[config.mk]
export PLATFORM = sky130hd
export DESIGN_NAME = central_ctrl_fsm
export DESIGN_NICKNAME = d
export VERILOG_FILES = /design/src/rtl/central_ctrl_fsm.sv
export SDC_FILE = /design/constraint.sdc
export NUM_CORES = 1
export LEC_CHECK = 0
export BUFFER_PORTS_ARGS = -buffer_cell sky130_fd_sc_hd__clkbuf_2
export CORE_ASPECT_RATIO = 1.4
export CORE_UTILIZATION = 47
export DETAILED_ROUTE_END_ITERATION = 6
export GPL_TIMING_DRIVEN = 0
export PLACE_DENSITY_LB_ADDON = 0.25
export RECOVER_POWER = 50
export SLEW_MARGIN = 15
export SYNTH_ARGS = -nofsm -noshare
export SYNTH_HDL_FRONTEND = slang
export SYNTH_SLANG_ARGS = --single-unit
[constraint.sdc]
create_clock -name clk -period 1.65 [get_ports clk]
set_clock_uncertainty 0.1 [all_clocks]
set_input_delay 0.33 -clock clk [delete_from_list [all_inputs] [get_ports clk]]
set_output_delay 0.33 -clock clk [all_outputs]
set_load 0.05 [all_outputs]
[src/rtl/central_ctrl_fsm.sv]
// Central controller: sequences standby, metronome count-in, record and playback,
// and latches the user's song/effect selection for the audio, graphics and memory blocks.
module central_ctrl_fsm #(
  parameter int NUM_SONGS     = 12,
  parameter int SONG_W        = 4,
  parameter int EFFECT_W      = 7,
  parameter int EVAL_W        = 17,
  parameter int GAP_START     = 6,
  parameter int GAP_SIZE      = 2,
  parameter int COUNTIN_BEATS = 4,
  parameter int BEAT_CYCLES   = 6750000
) (
  input  logic                clk,
  input  logic                reset,
  input  logic                but_ent,
  input  logic                pause_sw,
  input  logic                loop_en,
  input  logic                record_mode_sel,
  input  logic [SONG_W-1:0]   song_name_sel,
  input  logic [EFFECT_W-1:0] effects_sel,
  input  logic [EVAL_W-1:0]   effect_values_sel,
  input  logic                song_done,
  output logic [EFFECT_W-1:0] effects,
  output logic [EVAL_W-1:0]   effect_values,
  output logic                record_mode,
  output logic [SONG_W-1:0]   song_name,
  output logic [SONG_W-1:0]   song_choice,
  output logic                start_song,
  output logic                pause_song,
  output logic [1:0]          cfsm_state,
  output logic                beat_pulse,
  output logic [7:0]          beat_count,
  output logic                sel_error
);

  typedef enum logic [1:0] {
    S_IDLE    = 2'b00,
    S_PLAY    = 2'b01,
    S_RECORD  = 2'b10,
    S_COUNTIN = 2'b11
  } state_t;

  localparam int              BC_W      = $clog2(BEAT_CYCLES);
  localparam logic [BC_W-1:0] BEAT_LAST = BC_W'(BEAT_CYCLES - 1);

  state_t                state_q, state_d;
  logic                  but_prev_q, but_prev_d;
  logic                  start_pend_q, start_pend_d;
  logic                  start_song_q, start_song_d;
  logic                  pause_song_q, pause_song_d;
  logic                  sel_error_q, sel_error_d;
  logic [BC_W-1:0]       beat_cnt_q, beat_cnt_d;
  logic [7:0]            beat_count_q, beat_count_d;
  logic [EFFECT_W-1:0]   effects_q, effects_d;
  logic [EVAL_W-1:0]     effect_values_q, effect_values_d;
  logic                  record_mode_q, record_mode_d;
  logic [SONG_W-1:0]     song_name_q, song_name_d;
  logic [SONG_W-1:0]     song_choice_q, song_choice_d;

  logic                  edge_det;
  logic                  sel_valid;
  logic [SONG_W-1:0]     remapped;

  // Handshake: no valid/ready here; but_ent is a level from the debouncer and only
  // its rising edge (against the registered previous level) is a command.
  always_comb begin
    edge_det   = but_ent & ~but_prev_q;
    sel_valid  = int'(song_name_sel) < NUM_SONGS;
    remapped   = (int'(song_name_sel) < GAP_START) ? song_name_sel
                                                   : SONG_W'(int'(song_name_sel) + GAP_SIZE);
    beat_pulse = (state_q == S_COUNTIN) && (beat_cnt_q == '0);

    state_d         = state_q;
    but_prev_d      = but_ent;
    start_pend_d    = 1'b0;
    start_song_d    = 1'b0;
    pause_song_d    = pause_song_q;
    sel_error_d     = 1'b0;
    beat_cnt_d      = '0;
    beat_count_d    = '0;
    effects_d       = effects_q;
    effect_values_d = effect_values_q;
    record_mode_d   = record_mode_q;
    song_name_d     = song_name_q;
    song_choice_d   = song_choice_q;

    case (state_q)
      S_IDLE: begin
        pause_song_d = 1'b1;
        if (edge_det) begin
          if (!sel_valid) begin
            sel_error_d = 1'b1;
          end else begin
            effects_d       = effects_sel;
            effect_values_d = effect_values_sel;
            record_mode_d   = record_mode_sel;
            song_name_d     = song_name_sel;
            song_choice_d   = remapped;
            if (!record_mode_sel) begin
              state_d      = S_PLAY;
              start_pend_d = 1'b1;
            end else if (COUNTIN_BEATS > 0) begin
              state_d = S_COUNTIN;
            end else begin
              state_d      = S_RECORD;
              start_pend_d = 1'b1;
            end
          end
        end
      end

      S_COUNTIN: begin
        pause_song_d = 1'b1;
        if (edge_det) begin
          state_d = S_IDLE;
        end else if ((int'(beat_count_q) == COUNTIN_BEATS) && (beat_cnt_q == BEAT_LAST)) begin
          state_d      = S_RECORD;
          start_pend_d = 1'b1;
        end else begin
          beat_count_d = (beat_pulse && beat_count_q != 8'hFF) ? beat_count_q + 8'd1
                                                                : beat_count_q;
          beat_cnt_d   = (beat_cnt_q == BEAT_LAST) ? '0 : beat_cnt_q + 1'b1;
        end
      end

      default: begin
        // The entry cycle and the start cycle hold the song paused and ignore events.
        if (start_pend_q) begin
          start_song_d = 1'b1;
          pause_song_d = 1'b1;
        end else if (start_song_q) begin
          pause_song_d = pause_sw;
        end else if (edge_det) begin
          state_d      = S_IDLE;
          pause_song_d = 1'b1;
        end else if (song_done) begin
          pause_song_d = 1'b1;
          if (state_q == S_PLAY && loop_en) begin
            start_song_d = 1'b1;
          end else begin
            state_d = S_IDLE;
          end
        end else begin
          pause_song_d = pause_sw;
        end
      end
    endcase
  end

  always_ff @(posedge clk) begin
    if (reset) begin
      state_q         <= S_IDLE;
      but_prev_q      <= 1'b1;
      start_pend_q    <= 1'b0;
      start_song_q    <= 1'b0;
      pause_song_q    <= 1'b1;
      sel_error_q     <= 1'b0;
      beat_cnt_q      <= '0;
      beat_count_q    <= '0;
      effects_q       <= '0;
      effect_values_q <= '0;
      record_mode_q   <= 1'b0;
      song_name_q     <= '0;
      song_choice_q   <= '0;
    end else begin
      state_q         <= state_d;
      but_prev_q      <= but_prev_d;
      start_pend_q    <= start_pend_d;
      start_song_q    <= start_song_d;
      pause_song_q    <= pause_song_d;
      sel_error_q     <= sel_error_d;
      beat_cnt_q      <= beat_cnt_d;
      beat_count_q    <= beat_count_d;
      effects_q       <= effects_d;
      effect_values_q <= effect_values_d;
      record_mode_q   <= record_mode_d;
      song_name_q     <= song_name_d;
      song_choice_q   <= song_choice_d;
    end
  end

  assign effects       = effects_q;
  assign effect_values = effect_values_q;
  assign record_mode   = record_mode_q;
  assign song_name     = song_name_q;
  assign song_choice   = song_choice_q;
  assign start_song    = start_song_q;
  assign pause_song    = pause_song_q;
  assign cfsm_state    = state_q;
  assign beat_count    = beat_count_q;
  assign sel_error     = sel_error_q;

endmodule

Yosys cells after proc, flatten, opt, wreduce, memory -nomap -nowiden:

Index checks and enable logic that the tools add are counted.

* $add $sub $neg: 3
* order comparisons: 2
* eq/ne operators: 11
* muxes and demuxes: 27
* bitwise operators: 5
* reductions and logical operators: 14

Operator list (number)
* 23-bit by 1-bit adder with 23-bit output (second input constant): 1
* 23-bit equality test (second input constant): 1
* 23-bit zero test: 1
* 2-bit two-way mux: 10
* 1-bit two-way mux: 14
* 8-bit by 1-bit adder with 8-bit output (second input constant): 1
* 8-bit by 4-bit equality test with 1-bit output (second input constant): 1
* 8-bit inequality test (second input constant): 1
* 4-bit OR reduction: 2
* 7-bit AND reduction: 1
* 3-bit by 1-bit inequality test with 1-bit output (second input constant): 2
* 3-bit OR reduction: 2
* 5-bit OR reduction: 1
* 4-bit by 2-bit adder with 4-bit output (second input constant): 1
* 1-bit logical AND: 4
* 4-bit by 3-bit less-than comparator with 1-bit output (second input constant): 1
* 4-bit less-than comparator (second input constant): 1
* 4-bit two-way mux: 1
* 2-bit inequality test (second input constant): 2
* 1-bit inverter: 4
* 2-bit case mux with 2 select lines: 1
* 3-bit by 2-bit inequality test with 1-bit output (second input constant): 1
* 3-bit inequality test (second input constant): 1
* 3-bit AND reduction: 1
* other kinds (6): 6

* register bits after elaboration: 71
* bits of input ports: 35
* output and inout bits: 47
* logic and storage cells: 75

Depth between registers and ports, before layout:

* word-level depth: 8
* gate-level depth with buffers: 8
* depth with buffers taken out: 7

Worst setup path before layout:

Ideal clock, no wire load.

* path type: register -> output
* from: register state_q[0] (netlist: cfsm_state[0])
* to: output beat_pulse
* arrival: 1854 ps
* required time: 1220 ps
* setup slack: -634 ps
* cell stages (with the launch flop): 4
* path through: dfxtp_1 > ha_1 > nand4_2 > nor2_1

* cells in the longest elaborated chain, start to end: 2

RTL lines
* start: declaration: RTL line 46 `state_t state_q, state_d;`
* start signal: assignment: RTL line 166 `state_q <= state_d;`
* 2-bit equality test: RTL line 71 `beat_pulse = (state_q == S_COUNTIN) && (beat_cnt_q == '0);`
* 1-bit logical AND: RTL line 71
* end: declaration: RTL line 31 `output logic beat_pulse,`

No other way between the ends.

Worst setup path in the final report:

* from: register beat_cnt_q[4]
* to: register beat_cnt_q[3]

* cells in the longest elaborated chain, start to end: 3

RTL lines
* start: declaration: RTL line 52 `logic [BC_W-1:0] beat_cnt_q, beat_cnt_d;`
* start signal: assignment: RTL line 172 `beat_cnt_q <= beat_cnt_d;`
* 23-bit equality test *: RTL line 116, 122
* 1-bit logical AND: RTL line 116 `end else if ((int'(beat_count_q) == COUNTIN_BEATS) && (beat_cnt_q == BEAT_LAST)) begin`
* 5-bit OR reduction (no source line) *

Every way passes the cells marked *; elsewhere a longest branch is shown, timed or not.
A chain may end at the register's enable or synchronous reset.

==> results.sh <==
export IMPL_ys_seq_area_share_pct=45.4
export IMPL_total_power_mw=3.62
export IMPL_dp_slack_ns=-0.537
export IMPL_synth_nets=412
export IMPL_ant_nets=0
export IMPL_r2r_start="beat_cnt_q[4]$_SDFF_PP0_"
export IMPL_synth_cell_types=48
export IMPL_powerDensity_nw_per_um2=859
export IMPL_setup_violations=41
export IMPL_dr_pass1_iters=6
export IMPL_drive_gt1_share_pct=36.4
export IMPL_diodes=0
export IMPL_clk_path_buf_depth=2
export IMPL_root_buffer="clkbuf_8"
export IMPL_vias_per_cell=5.34
export IMPL_wl_um=7540
export IMPL_grt_overflow=0
export IMPL_fillers=537
export IMPL_startpoint="beat_cnt_q[4]$_SDFF_PP0_"
export IMPL_die_w_um=70.5
export IMPL_numClockSinks=70
export IMPL_cp_arrival_ns=2.13
export IMPL_maxCapViolCount=0
export IMPL_vias=2964
export IMPL_ios=82
export IMPL_fin_cells=555
export IMPL_failed_checks="DRC, setup timing"
export IMPL_antenna_found_initial=0
export IMPL_fin_crit_ns=2.00
export IMPL_core_area_um2=6300
export IMPL_synth_avg_cell_area_um2=8.36
export IMPL_finalNetCount=521
export IMPL_holdWs_ns=0.0868
export IMPL_synth_top_cell_area_share_pct=45.4
export IMPL_gp_congestion=0.794
export IMPL_grt_pass1_vias=2868
export IMPL_synth_area_leaders="dfxtp_1, nand2_1, a21oi_1"
export IMPL_drc=3
export IMPL_dp_cells=521
export IMPL_syn_to_final_growth_pct=36.5
export IMPL_rsz0062_at_grt="yes"
export IMPL_post_route_period_util_pct=121
export IMPL_synth_edf_count=0
export IMPL_ys_warn_count=0
export IMPL_die_area_um2=6900
export IMPL_grt_usage_pct=22.5
export IMPL_cp_end_kind="flop"
export IMPL_h_tree_depth=3
export IMPL_crit_required_ns=1.78
export IMPL_tritoncts="done"
export IMPL_most_common_layout_cells="clkbuf_2, nand2_1, dfxtp_1"
export IMPL_dp_hpwl_um=4970
export IMPL_grt_pass1_wl_um=12400
export IMPL_netlist_instances=369
export IMPL_rows=34
export IMPL_cp_max_fo=5
export IMPL_synth_seq_cells=70
export IMPL_hold_viol_final=0
export IMPL_wire_per_inst_um=13.6
export IMPL_grt_max_degree=14
export IMPL_worstSkewPairLatency_ns=0.34
export IMPL_slew_viol_final=0
export IMPL_hold_buffers=0
export IMPL_relSlewSlack_pct=70.8
export IMPL_startpoint_type="flop"
export IMPL_portBuffers=80
export IMPL_final_common_cell="clkbuf_2"
export IMPL_post_route_util_pct=66.9
export IMPL_clk_pin_slew_ns=0.07
export IMPL_vdd_drop_max_uv=770
export IMPL_cts_made_buffers=9
export IMPL_async_flop_share_pct=0
export IMPL_hold_class="input pin to flop"
export IMPL_tightestPinTransition_ns=0.438
export IMPL_die_h_um=97.9
export IMPL_synth_largest_area_cell="dfxtp_1"
export IMPL_syn_area_um2=3090
export IMPL_path_class="flop to flop"
export IMPL_ys_flop_type="dfxtp_1"
export IMPL_timing_final_ws_setup_ns=-0.351
export IMPL_drtIter0Drc=126
export IMPL_hold_start="pause_sw"
export IMPL_status="finished, violations left"
export IMPL_leakagePower_nw=1.59
export IMPL_start_util_pct=49.0
export IMPL_fmax_mhz=500
through the flow:
step / TNS (ns) / cell area [um2]
final: -10.99 / 4210
after global routing: -17.54 / 4210
after CTS: -10.15 / 4130
after detailed placement: -20.62 / 3610
after global placement: -19.01 / 3610
after floorplan: -4.20 / 3120
report_power, final:
group | internal (mW) | switching [mW]
clock | 0.943 | 0.656
sequential | 1.71 | 0.0153
combinational | 0.0934 | 0.199
routing by layer:
layer | routed length (um) | track usage [%]
met1 | 3030 | 24.3
met2 | 3890 | 40.5
met3 | 415 | 4.75
met4 | 212 | 12.4
met5 | 0 | 0
cell type report:
class	instances	area [um2]	area share [%]
inverter	13	48.8	1.16
clock buffer	11	153	3.62
timing repair buffer	99	591	14.0
clock inverter	5	81.3	1.93
tap	72	90.1	2.14
multi-input combinational	268	1720	40.8
sequential	70	1430	33.8
buffer	17	106	2.52
Yosys cell counts, types with 2 or more instances:
cell type  count
nand2_1       72
dfxtp_1       70
nor2_1        40
a21oi_1       39
xnor2_1       20
inv_1         13
clkbuf_1      11
nand3_1       11
ha_1           8
nor3_1         8
nor4_1         8
nand4_1        7
o21ai_0        7
and4_1         5
and3_1         4
or3_1          4
buf_2          3
buf_6          3
xor2_1         3
a211o_1        2
nand2b_1       2
nand4b_1       2
nor3b_1        2
final timing paths:
check	endpoint	slack [ns]	cells past startpoint
setup / recovery	beat_cnt_q[3]$_SDFF_PP0_	-0.35	6
hold / removal	pause_song$_SDFF_PP1_	0.09	3
setup reg to reg	beat_cnt_q[3]$_SDFF_PP0_	-0.35	6
hold reg to reg	effect_values[7]$_SDFFE_PP0P_	0.36	2
worst max-delay path, stage by stage, from the launching register on:
cell and delay (ns):
dfxtp_2 0.35, or4_4 0.54, nor4_4 0.38, nand3_1 0.14, nand2_2 0.19, buf_6 0.16, nor2_2 0.04
repair_timing:
item,in CTS,in global routing
setup buffers,13,3
pin swaps,15,12
cloned,3,0
resized for setup,49,18
setup endpoints to repair,67,64
registers in the layout, summed over array words and instances (netlist names):
register,flops
cfsm_state,2
song_choice,3
record_mode,1
but_prev_q,1
song_name,4
beat_count,8
sel_error,1
start_pend_q,1
start_song,1
effect_values,17
effects,7
pause_song,1
beat_cnt_q,23
logic make-up (layout without fill, tap and decap cells):
group | Yosys count | count (layout) | synth area share, %
flip-flops | 70 | 70 | 45.4
adder cells (fa/ha/maj) | 8 | 8 | 3.24
XOR/XNOR | 23 | 23 | 6.53
AND/OR/NAND/NOR | 178 | 178 | 29.1
buffers and inverters | 31 | 145 | 4.74
AO/OA/AOI/OAI | 58 | 58 | 10.7
multiplexers | 1 | 1 | 0.324
Note: power is estimated with default switching activity, not from simulation.
